### src/rtl/des_round_ctrl_if.sv
// des_round_ctrl_if: control/status bundle between the triple-DES sequencer and its user.
// The stall line exists only when DES_CTRL_STALL_EN is defined.
interface des_round_ctrl_if;
    logic       start;
    logic       mode;
    logic       abort;
`ifdef DES_CTRL_STALL_EN
    logic       stall;
`endif
    logic [4:0] round_sel;
    logic [1:0] key_sel;
    logic       dec;
    logic       load;
    logic       round_en;
    logic       last_round;
    logic       busy;
    logic       done;
    modport master (
`ifdef DES_CTRL_STALL_EN
        output stall,
`endif
        output start, mode, abort,
        input  round_sel, key_sel, dec, load, round_en, last_round, busy, done
    );
    modport slave (
`ifdef DES_CTRL_STALL_EN
        input  stall,
`endif
        input  start, mode, abort,
        output round_sel, key_sel, dec, load, round_en, last_round, busy, done
    );
endinterface

### src/rtl/des_round_ctrl.sv
// des_round_ctrl: triple-DES round sequencer (3 stages x 16 rounds), all outputs registered.
// Optional hold input enabled by defining DES_CTRL_STALL_EN.
module des_round_ctrl (
    input  logic           clk,
    input  logic           rst,
    des_round_ctrl_if.slave bus
);
    typedef enum logic [1:0] {IDLE, LOAD, ROUND, DONE} state_t;
    state_t     state, state_n;
    logic [1:0] stage, stage_n;
    logic [3:0] cnt, cnt_n;
    logic       mode_r, mode_n, stall, hold, act, dec_n;
`ifdef DES_CTRL_STALL_EN
    assign stall = bus.stall;
`else
    assign stall = 1'b0;
`endif
    always_comb begin
        state_n = state;
        stage_n = stage;
        cnt_n   = cnt;
        mode_n  = mode_r;
        hold    = stall && (state == LOAD || state == ROUND) && !bus.abort;
        if (state == IDLE && bus.start) begin
            state_n = LOAD;
            stage_n = 2'd0;
            cnt_n   = 4'd0;
            mode_n  = bus.mode;
        end else if ((state == LOAD || state == ROUND) && bus.abort) begin
            state_n = IDLE;
            stage_n = 2'd0;
            cnt_n   = 4'd0;
        end else if (state == LOAD && !hold) begin
            state_n = ROUND;
        end else if (state == ROUND && !hold) begin
            cnt_n = cnt + 4'd1;
            if (cnt == 4'd15) begin
                stage_n = stage + 2'd1;
                if (stage == 2'd2) begin
                    state_n = DONE;
                    stage_n = 2'd0;
                end
            end
        end else if (state == DONE) begin
            state_n = IDLE;
        end
        act   = state_n == ROUND;
        // middle stage runs the opposite direction of the outer two
        dec_n = act && ((stage_n == 2'd1) ^ mode_n);
    end
    always_ff @(posedge clk) begin
        if (rst) begin
            state          <= IDLE;
            stage          <= 2'd0;
            cnt            <= 4'd0;
            mode_r         <= 1'b0;
            bus.round_sel  <= 5'd1;
            bus.key_sel    <= 2'd0;
            bus.dec        <= 1'b0;
            bus.load       <= 1'b0;
            bus.round_en   <= 1'b0;
            bus.last_round <= 1'b0;
            bus.busy       <= 1'b0;
            bus.done       <= 1'b0;
        end else begin
            state          <= state_n;
            stage          <= stage_n;
            cnt            <= cnt_n;
            mode_r         <= mode_n;
            bus.round_sel  <= !act ? 5'd1 : dec_n ? 5'd16 - {1'b0, cnt_n} : {1'b0, cnt_n} + 5'd1;
            bus.key_sel    <= !act ? 2'd0 : mode_n ? 2'd2 - stage_n : stage_n;
            bus.dec        <= dec_n;
            bus.load       <= state_n == LOAD && !hold;
            bus.round_en   <= act && !hold;
            bus.last_round <= act && cnt_n == 4'd15;
            bus.busy       <= state_n != IDLE;
            bus.done       <= state_n == DONE;
        end
    end
endmodule

### src/flat_wrapper.sv
// flat-port wrapper written by rule: the top's interface ports become plain ports
module des_round_ctrl_flat 
  (clk, rst, bus_start, bus_mode, bus_abort, bus_round_sel, bus_key_sel, bus_dec, bus_load, bus_round_en, bus_last_round, bus_busy, bus_done);
  des_round_ctrl_if bus_i ();
  input  logic clk;
  input  logic rst;
  input wire logic [$bits(bus_i.start)-1:0] bus_start;
  input wire logic [$bits(bus_i.mode)-1:0] bus_mode;
  input wire logic [$bits(bus_i.abort)-1:0] bus_abort;
  output wire logic [$bits(bus_i.round_sel)-1:0] bus_round_sel;
  output wire logic [$bits(bus_i.key_sel)-1:0] bus_key_sel;
  output wire logic [$bits(bus_i.dec)-1:0] bus_dec;
  output wire logic [$bits(bus_i.load)-1:0] bus_load;
  output wire logic [$bits(bus_i.round_en)-1:0] bus_round_en;
  output wire logic [$bits(bus_i.last_round)-1:0] bus_last_round;
  output wire logic [$bits(bus_i.busy)-1:0] bus_busy;
  output wire logic [$bits(bus_i.done)-1:0] bus_done;
  assign bus_i.start = bus_start;
  assign bus_i.mode = bus_mode;
  assign bus_i.abort = bus_abort;
  assign bus_round_sel = bus_i.round_sel;
  assign bus_key_sel = bus_i.key_sel;
  assign bus_dec = bus_i.dec;
  assign bus_load = bus_i.load;
  assign bus_round_en = bus_i.round_en;
  assign bus_last_round = bus_i.last_round;
  assign bus_busy = bus_i.busy;
  assign bus_done = bus_i.done;
  des_round_ctrl u_core (.clk(clk), .rst(rst), .bus(bus_i));
endmodule
### config.mk
export PLATFORM = sky130hd
export DESIGN_NAME = des_round_ctrl_flat
export DESIGN_NICKNAME = d
export VERILOG_FILES = /design/src/rtl/des_round_ctrl_if.sv /design/src/rtl/des_round_ctrl.sv /design/src/flat_wrapper.sv
export SDC_FILE = /design/constraint.sdc
export NUM_CORES = 1
export LEC_CHECK = 0
export ABC_AREA = 0
export CORE_UTILIZATION = 25
export CTS_BUF_LIST = sky130_fd_sc_hd__clkbuf_4
export CTS_CLUSTER_SIZE = 20
export DETAILED_ROUTE_END_ITERATION = 8
export GPL_ROUTABILITY_DRIVEN = 0
export GPL_TIMING_DRIVEN = 0
export HOLD_SLACK_MARGIN = 0.15
export REMOVE_ABC_BUFFERS = 1
export SETUP_SLACK_MARGIN = 0.2
export SYNTH_ARGS = -nofsm -noshare
export SYNTH_HDL_FRONTEND = slang
export SYNTH_SLANG_ARGS = --single-unit
### constraint.sdc
create_clock -name clk -period 6 [get_ports clk]
set_input_delay 1.2 -clock clk [delete_from_list [all_inputs] [get_ports clk]]
set_output_delay 1.2 -clock clk [all_outputs]
set_load 0.01 [all_outputs]
======== Word-level counts from Yosys, hierarchy flattened ========
Cells that the tools add are included.
cells by class
  add/sub/neg operators ................... 5
  multiply operators ...................... 0
  divide/modulo/power cells ............... 0
  $lt $le $gt $ge ......................... 0
  eq/ne operators ......................... 10
  shift-type cells ........................ 0
  muxes and demuxes ....................... 20
  bitwise gates (word level) .............. 2
  reduce and logical (&&, ||, !) cells .... 8
operators with widths
  kind                   number
  $mux W2                14
  $mux W4                4
  $eq A2 B2 Y1 const B   5
  $eq A4 B4 Y1 const B   2
  $eq A2 B1 Y1 const B   3
  $add A4 B1 Y5 const B  1
  $mux W5                1
  $sub A5 B4 Y5 const A  1
  $add A4 B1 Y4 const B  1
  $logic_and A1 B1 Y1    4
  $add A2 B1 Y2 const B  1
  $logic_not A2 Y1       1
  $reduce_bool A2 Y1     1
  $reduce_or A2 Y1       1
  $sub A2 B2 Y2 const A  1
  $logic_or A1 B1 Y1     1
  $mux W1                1
  $not A1 Y1             1
  $xor A1 B1 Y1          1
word-level totals
  register bits ........................... 22
  latch bits .............................. 0
  RAM bits ................................ 0
  memory bits (read-only) ................. 0
  input port bits ......................... 5
  word-level logic and storage cells ...... 57
  memories ................................ 0

======== Logic depth before layout (Yosys ltp) ========
Gate-level depths: netlist of the first run.
  word-level depth ........................ 11
  mapped depth ............................ 13
  mapped depth without buffers ............ 12

======== Worst setup path after synthesis of the first run ========
No wires, ideal clock.
  kind .................................... input to register
  from .................................... in bus_start
  to ...................................... reg u_core.bus.round_sel[3]
  setup time .............................. 0.071 ns
  arrival time ............................ 2.797 ns
  data required time ...................... 5.929 ns
  path slack .............................. 3.132 ns
  stages on the path ...................... 10
  path buffers ............................ 0
  cell sequence ........................... nand2_2 nand2_1 nor2_1 inv_1 ha_1 xnor2_1 a211oi_4 a21oi_2 or3_1 a21oi_1
between the ends
  cells in the longest elaborated chain, start to end .. 6
  elaborated cells on any way between the ends .. 14
  those cells by class .................... 2 x add/sub; 2 x eq/ne; 5 x mux; 2 x bitwise; 3 x reduce/logical
ends and longest elaborated chain
  element                                                                line                     RTL
  from (decl)                                                            flat_wrapper.sv:7        input wire logic [$bits(bus_i.start)-1:0] bus_start;
  $logic_and A1 B1 Y1 *                                                  des_round_ctrl.sv:24     if (state == IDLE && bus.start) begin
  parallel branches: the longest is 5 deep, another holds $sub A5 B4 Y5  -
  to (signal assigned)                                                   des_round_ctrl.sv:70     bus.round_sel <= !act ? 5'd1 : dec_n ? 5'd16 - {1'b0, cnt_n} : {1'b0, cnt_n} + 5'd1;
  to (decl)                                                              des_round_ctrl_if.sv:30  output round_sel, key_sel, dec, load, round_en, last_round, busy, done
Mark *: on every way between the ends.
A chain may end at the register's enable or synchronous reset.

======== Worst setup path after layout of the first run ========
Ends and elaborated chain as after synthesis.

==> metrics.cfg, run 1 <==
[synth]
synth-edff-count=0
syn_inst=112
synth_top_family_by_area=simple AND/OR/NAND/NOR gates
avgSynthCellArea_um2=9.54
synth-seq-cells=22
synth_warnings=0
syn_area_mm2=0.00107
synth_xor_xnor_area_share_pct=6.44
async_flop_share_pct=0
synth-simple-area-share_pct=21.1
yosysSeqAreaShare_pct=41.2
synthAdderAreaFrac_pct=9.37
synthDistinctLibCells=33
synth_ff_type=dfxtp_1
synth-compound-area-share_pct=10.9
synth.area.mux_share_pct=5.74

[placed_design]
placed_area_mm2=0.00129
dp_slack_ns=2.42
dp_hpwl_um=1520
io_buffer_count=17

[power_and_ir_drop]
netSwitchingPower_mw=0.0676
p_leak_nw=0.523
pwr-share-seq_pct=59.1
intPower_mw=0.190
p_clk_share_pct=26.8
p_total_mw=0.258
swShare_pct=26.2
ir_drop_v=0.000126
p_per_area_mw_per_mm2=196
pwr-share-comb_pct=14.2

[critical_path]
required_ns=6.25
cp_max_fo=6
crit_start=bus_start
endpoint_kind=register
slowest_stage=clkdlybuf4s50_1
cp_top_family=simple AND/OR/NAND/NOR gates
start_kind=input port
path_buf_inv=2
worstPathCellList=clkdlybuf4s50_1, nand2_2, nand2_1, nor2_1, inv_1, ha_1, xnor2_1, a211oi_4, a21oi_2, or3_1, a21oi_1
reg2reg_from=u_core.cnt[0]
criticalPathCategory=in -> reg
cp.arrival_ns=3.49
slowest_delay_ns=0.42

[sta]
grt_setup_unrepaired=no
slew_viol_final=0
max_slew.worst_pin.slew_ns=0.553
hold_viol_final=0
tns_ns=0
fmax_mhz=308
timing.final.ws_setup_ns=2.75
min_period_over_period_pct=54.1
min_period_ns=3.25
setup_violations=0
relSlewSlack_pct=63.0
timing.hold.ws_ns=0.630
fin_skew_ns=0.00496

[drt]
via_per_inst=4.34
wl_um=1980
vias=781
dr.first_iter.drc_count=13
drtPass1Iterations=5
routedWlPerCell_um=11.0
ant_nets=0
drc=0

[clock_network]
root_buffer=clkbuf_4
cts_setup_buffers=0
clk-insertion-delay-late_ns=0.31
clock_path_buffers=2
numCtsBuffers=3
clock-sinks=22
cts_resized=0
path_clk_slew_ns=0.12
cts-hold-fix-buffers=0
cts_tree=yes
h-tree-depth=1

[run]
cap_violations=0

[grt]
busiest_layer=met2
use_met1_pct=13.0
met2_usage_pct=18.4
grt_pass1_vias=806
antenna_found_initial=0
grt_pass1_wl_um=3640
grt.total_usage_pct=10.9
grt_max_degree=13
grt_remaining_overflow=0
grt.met3_usage_pct=3.55

[final_layout]
final_common_cell=dfxtp_1
drive_above_1_share_pct=10.0
antennaDiodeCount=0
final_area_mm2=0.00131
layout_common_cells=dfxtp_1 (22), nor2_1 (17), clkdlybuf4s50_1 (17)
syn2layout_area_growth_pct=22.8
nets=144

[min_path]
min_from=u_core.mode_r
hold_class=reg -> reg

[status]
status=finished clean

[floorplanning]
fp.dieW_um=67.4
ioPinCount=18
die_area_mm2=0.00454
die_y_um=67.4
row_count=23
start_util_pct=26.3
core_region_area_mm2=0.00406

[power by group through the flow]
stage / logic [mW] / registers, mW / clock network (mW)
4_1_cts: 0.0371 / 0.152 / 0.0740
6_report: 0.0365 / 0.152 / 0.0690
2_1_floorplan: 0.0221 / 0.156 / 0
3_5_place_dp: 0.0367 / 0.155 / 0
3_3_place_gp: 0.0361 / 0.155 / 0
5_1_grt: 0.0408 / 0.153 / 0.0812
[metrics by stage]
step | utilization (%) | instances
CTS | 32.3 | 180
detailed placement | 31.7 | 176
global route | 32.3 | 180
finish | 32.3 | 180
floorplan | - | 109
global placement | 31.7 | 176
[cell usage after synthesis (2+ instances only)]
library cell | n | area, µm²
ha_1 | 8 | 100
nor2b_1 | 5 | 31.3
xnor2_1 | 5 | 43.8
a21o_1 | 2 | 15.0
nand2_1 | 5 | 18.8
a21oi_1 | 3 | 15.0
nand3_1 | 2 | 10.0
inv_1 | 11 | 41.3
clkbuf_1 | 2 | 7.51
nor3b_1 | 2 | 15.0
o21ai_0 | 3 | 15.0
or2_0 | 2 | 12.5
mux2i_1 | 5 | 50.1
dfxtp_1 | 22 | 440
nor2_1 | 17 | 63.8
[cell type report]
class | count | area [µm²]
timing repair buffer | 17 | 170
multi-input combinational | 76 | 572
tap | 50 | 62.6
clock buffer | 3 | 22.5
fill | 418 | 2750
inverter | 11 | 41.3
sequential | 22 | 440
clock inverter | 1 | 3.75
[logic make-up (layout without fill, tap and decap cells)]
family	Yosys count	after routing
AO/OA/AOI/OAI	14	14
XOR/XNOR	7	7
adder cells (fa/ha/maj)	8	8
buffers and inverters	14	32
flip-flops	22	22
multiplexers	6	6
AND/OR/NAND/NOR	41	41
[tightest hold or removal path, stage by stage (launching register included)]
cell and delay (ns):
dfxtp_1 0.36, mux2i_1 0.14, nor2_1 0.10
[flip-flops by register name (all words and copies together), names as in the netlist, 2 cells and up]
| signal | cells |
|---|---|
| u_core.bus.round_sel | 5 |
| u_core.bus.key_sel | 2 |
| u_core.state | 2 |
| u_core.cnt | 4 |
| u_core.stage | 2 |
[routing by layer]
layer	part of all wire, %	wire length (µm)
met1	43	860
met2	51	1010
met3	4.9	98
met4	0.45	9
met5	0	0
[path summary, 6_finish.rpt]
path	end	slack, ns	depth (start not counted)
min	u_core.mode_r	0.63	2
min reg2reg	u_core.mode_r	0.63	2
max reg2reg	u_core.bus.round_sel[3]	2.90	12
max	u_core.bus.round_sel[3]	2.75	11
Power figures use the tool's default switching activity.
==> inputs of run 2 (changes only) <==
==> constraint.sdc (replaced) <==
create_clock -name clk -period 2.72 [get_ports clk]
set_input_delay 0.544 -clock clk [delete_from_list [all_inputs] [get_ports clk]]
set_output_delay 0.544 -clock clk [all_outputs]
set_load 0.01 [all_outputs]
==> run 2 against run 1 <==
  * Clock skew about the same
  * Global-route usage up 1.8 points
  * Critical path depth up 2
  * Non-clock buffer count up 13
  * Utilization up 5.9 points
  * Routed wire length up 21%
  * Total power up 130%
==> metrics.cfg, run 2 (same netlist as run 1, synthesis figures left out) <==
[critical_path]
required_ns=2.93  ; -3.32 ns
cp.arrival_ns=2.74  ; -0.75 ns
cp_max_fo=3  ; -3
ff2ff_setup_slack_ns=0.18  ; -2.72 ns
criticalPathCategory=reg -> reg
reg2reg_from=u_core.cnt[0]
worstReg2RegEnd=u_core.bus.round_sel[2]
start_kind=register
endpoint_kind=register
reg2regPathDepth=13  ; +1

[final_layout]
drive_above_1_share_pct=32.9  ; +23 points
nets=157  ; +9.0%
largest_reg_flops=5  ; unchanged
multi_input_area_um2=693  ; +21%
reg.largest.list=u_core.bus.round_sel (5), u_core.cnt (4)
final_common_cell=dfxtp_1
regMostFlops=u_core.bus.round_sel
syn2layout_area_growth_pct=45.3
seq_area_um2=453  ; +2.8%
finalNonFillerCells=193  ; +7.2%
final_util_pct=38.3  ; +5.9 points
nFillCells=397  ; -5.0%
layout_common_cells=dfxtp_1 (18), clkdlybuf4s50_1 (17), nor2_1 (16)
antennaDiodeCount=0  ; unchanged

[grt]
grt_remaining_overflow=0  ; unchanged
antenna_found_initial=0  ; unchanged
grt_pass1_wl_um=4190  ; +15%
grt_pass1_vias=896  ; +11%
grt.total_usage_pct=12.6  ; +1.8 points
grt_max_degree=13  ; unchanged

[power_and_ir_drop]
intPower_mw=0.427  ; +120%
p_clk_share_pct=26.1  ; -0.7 points
swShare_pct=27.4  ; +1.2 points
p_per_area_mw_per_mm2=379  ; +93%
p_leak_nw=0.599  ; +15%
ir_drop_v=0.000279  ; +120%
p_total_mw=0.588  ; +130%
pwr-share-seq_pct=57.3  ; -1.8 points
pwr-share-comb_pct=16.6  ; +2.4 points
netSwitchingPower_mw=0.161  ; +140%

[clock_network]
h-tree-depth=1  ; unchanged
clock-sinks=22  ; unchanged
path_clk_slew_ns=0.12  ; about the same
clock_path_buffers=2  ; unchanged
cts_tree=yes
cts-hold-fix-buffers=0  ; unchanged
root_buffer=clkbuf_4
numCtsBuffers=3  ; unchanged
clk-insertion-delay-late_ns=0.31  ; about the same

[drt]
drc=0  ; unchanged
ant_nets=0  ; unchanged
vias=862  ; +10%
routedWlPerCell_um=12.5  ; +13%
drtPass1Iterations=4  ; -1
dr.first_iter.drc_count=14  ; +1
via_per_inst=4.47  ; +2.9%
wl_um=2410  ; +21%

[sta]
hold_viol_final=0  ; unchanged
grt_setup_unrepaired=yes
setup_violations=0  ; unchanged
slew_viol_final=0  ; unchanged
max_slew.worst_pin.slew_ns=0.567  ; +0.0140 ns
fmax_mhz=394
tns_ns=0  ; unchanged
min_period_ns=2.54
relSlewSlack_pct=62.1  ; -0.94 points
timing.hold.ws_ns=0.719  ; +0.0898 ns
fin_skew_ns=0.00545  ; +0.000485 ns
min_period_over_period_pct=93.2

[min_path]
hold_class=reg -> reg
hold_end=u_core.stage[1]
min_from=u_core.stage[1]
hold_depth=4  ; +2

[placed_design]
place_inst=176  ; unchanged
io_buffer_count=17  ; unchanged
dp_hpwl_um=1520  ; unchanged

[floorplanning]
die_area_mm2=0.00454  ; unchanged
fp.dieW_um=67.4  ; unchanged
start_util_pct=26.3  ; unchanged
die_y_um=67.4  ; unchanged
row_count=23  ; unchanged
core_region_area_mm2=0.00406  ; unchanged
ioPinCount=18  ; unchanged

[status]
status=finished clean

[run]
cap_violations=0  ; unchanged

## run 2: changes by cell type in the layout (fill, tap and decap cells not counted), moves of 3 or more
cell     delta
ha_4        +4
ha_1        -5
buf_4      +12
inv_1       -4
dfxtp_1     -4
dfxtp_4     +3
## run 2: area by class of cell
class,instances,area share (%)
multi-input combinational,76,44.6
sequential,22,29.2
timing repair buffer,30,17.5
tap,50,4.03
inverter,11,2.98
clock buffer,3,1.45
clock inverter,1,0.242
## run 2: metal layers
layer | vias up | wire (µm) | global-route usage, %
met3 | 4 | 84 | 3.89
met5 | - | 0 | 0
met2 | 17 | 1370 | 22.1
met4 | 0 | 34 | 4.79
li1 | 427 | - | -
met1 | 414 | 916 | 14.2
## run 2: power by group through the flow
stage | sequential [mW] | combinational (mW) | clock, mW
floorplan | 0.345 | 0.0488 | 0
global placement | 0.342 | 0.0797 | 0
detailed placement | 0.343 | 0.0809 | 0
CTS | 0.337 | 0.0963 | 0.163
global route | 0.339 | 0.107 | 0.179
finish | 0.337 | 0.0978 | 0.154
## run 2: critical path, cell delays in order (launching register included)
cell and delay, ns:
dfxtp_4 0.39, ha_4 0.15, nand3_4 0.09, nor3b_4 0.21
mux2_4 0.33, nand3_4 0.08, inv_4 0.04, ha_4 0.17
xnor2_4 0.14, a211oi_4 0.24, buf_6 0.15, mux2i_2 0.23
xnor2_1 0.14, nor2_1 0.06
## run 2: how the worst max path moves through the flow
stage                        startpoint                 endpoint  cells past startpoint
final                     u_core.cnt[0]  u_core.bus.round_sel[2]                     13
after global placement    u_core.cnt[0]  u_core.bus.round_sel[3]                     12
after detailed placement  u_core.cnt[0]  u_core.bus.round_sel[3]                     12
after global routing      u_core.cnt[0]  u_core.bus.round_sel[2]                     13
after floorplan           u_core.cnt[0]  u_core.bus.round_sel[3]                     12
after CTS                 u_core.cnt[1]  u_core.bus.round_sel[2]                     13
## run 2: what timing repair did
action,4_1_cts,5_1_grt
endpoints found under the hold margin,0,0
pin swaps,11,10
buffers inserted,10,3
gates resized for setup,31,5
endpoints found under the setup margin,4,4
gates cloned,0,0
## run 2: through the flow
| stage | instance area, µm² | setup WS (ns) |
|---|---|---|
| finish | 1550 | 0.184 |
| CTS | 1520 | 0.151 |
| detailed placement | 1290 | -0.373 |
| floorplan | 1050 | -0.0600 |
| global route | 1550 | 0.0431 |
| global placement | 1290 | -0.340 |
==> inputs of run 3 (changes only) <==
--- a/config.mk
+++ b/config.mk
@@ -6,6 +6,7 @@
 export NUM_CORES = 1
 export LEC_CHECK = 0
 export ABC_AREA = 0
+export CAP_MARGIN = 30
 export CORE_UTILIZATION = 25
 export CTS_BUF_LIST = sky130_fd_sc_hd__clkbuf_4
 export CTS_CLUSTER_SIZE = 20
==> results of run 3 <==
Final layout, timing and power as in run 2 (identical DEF).
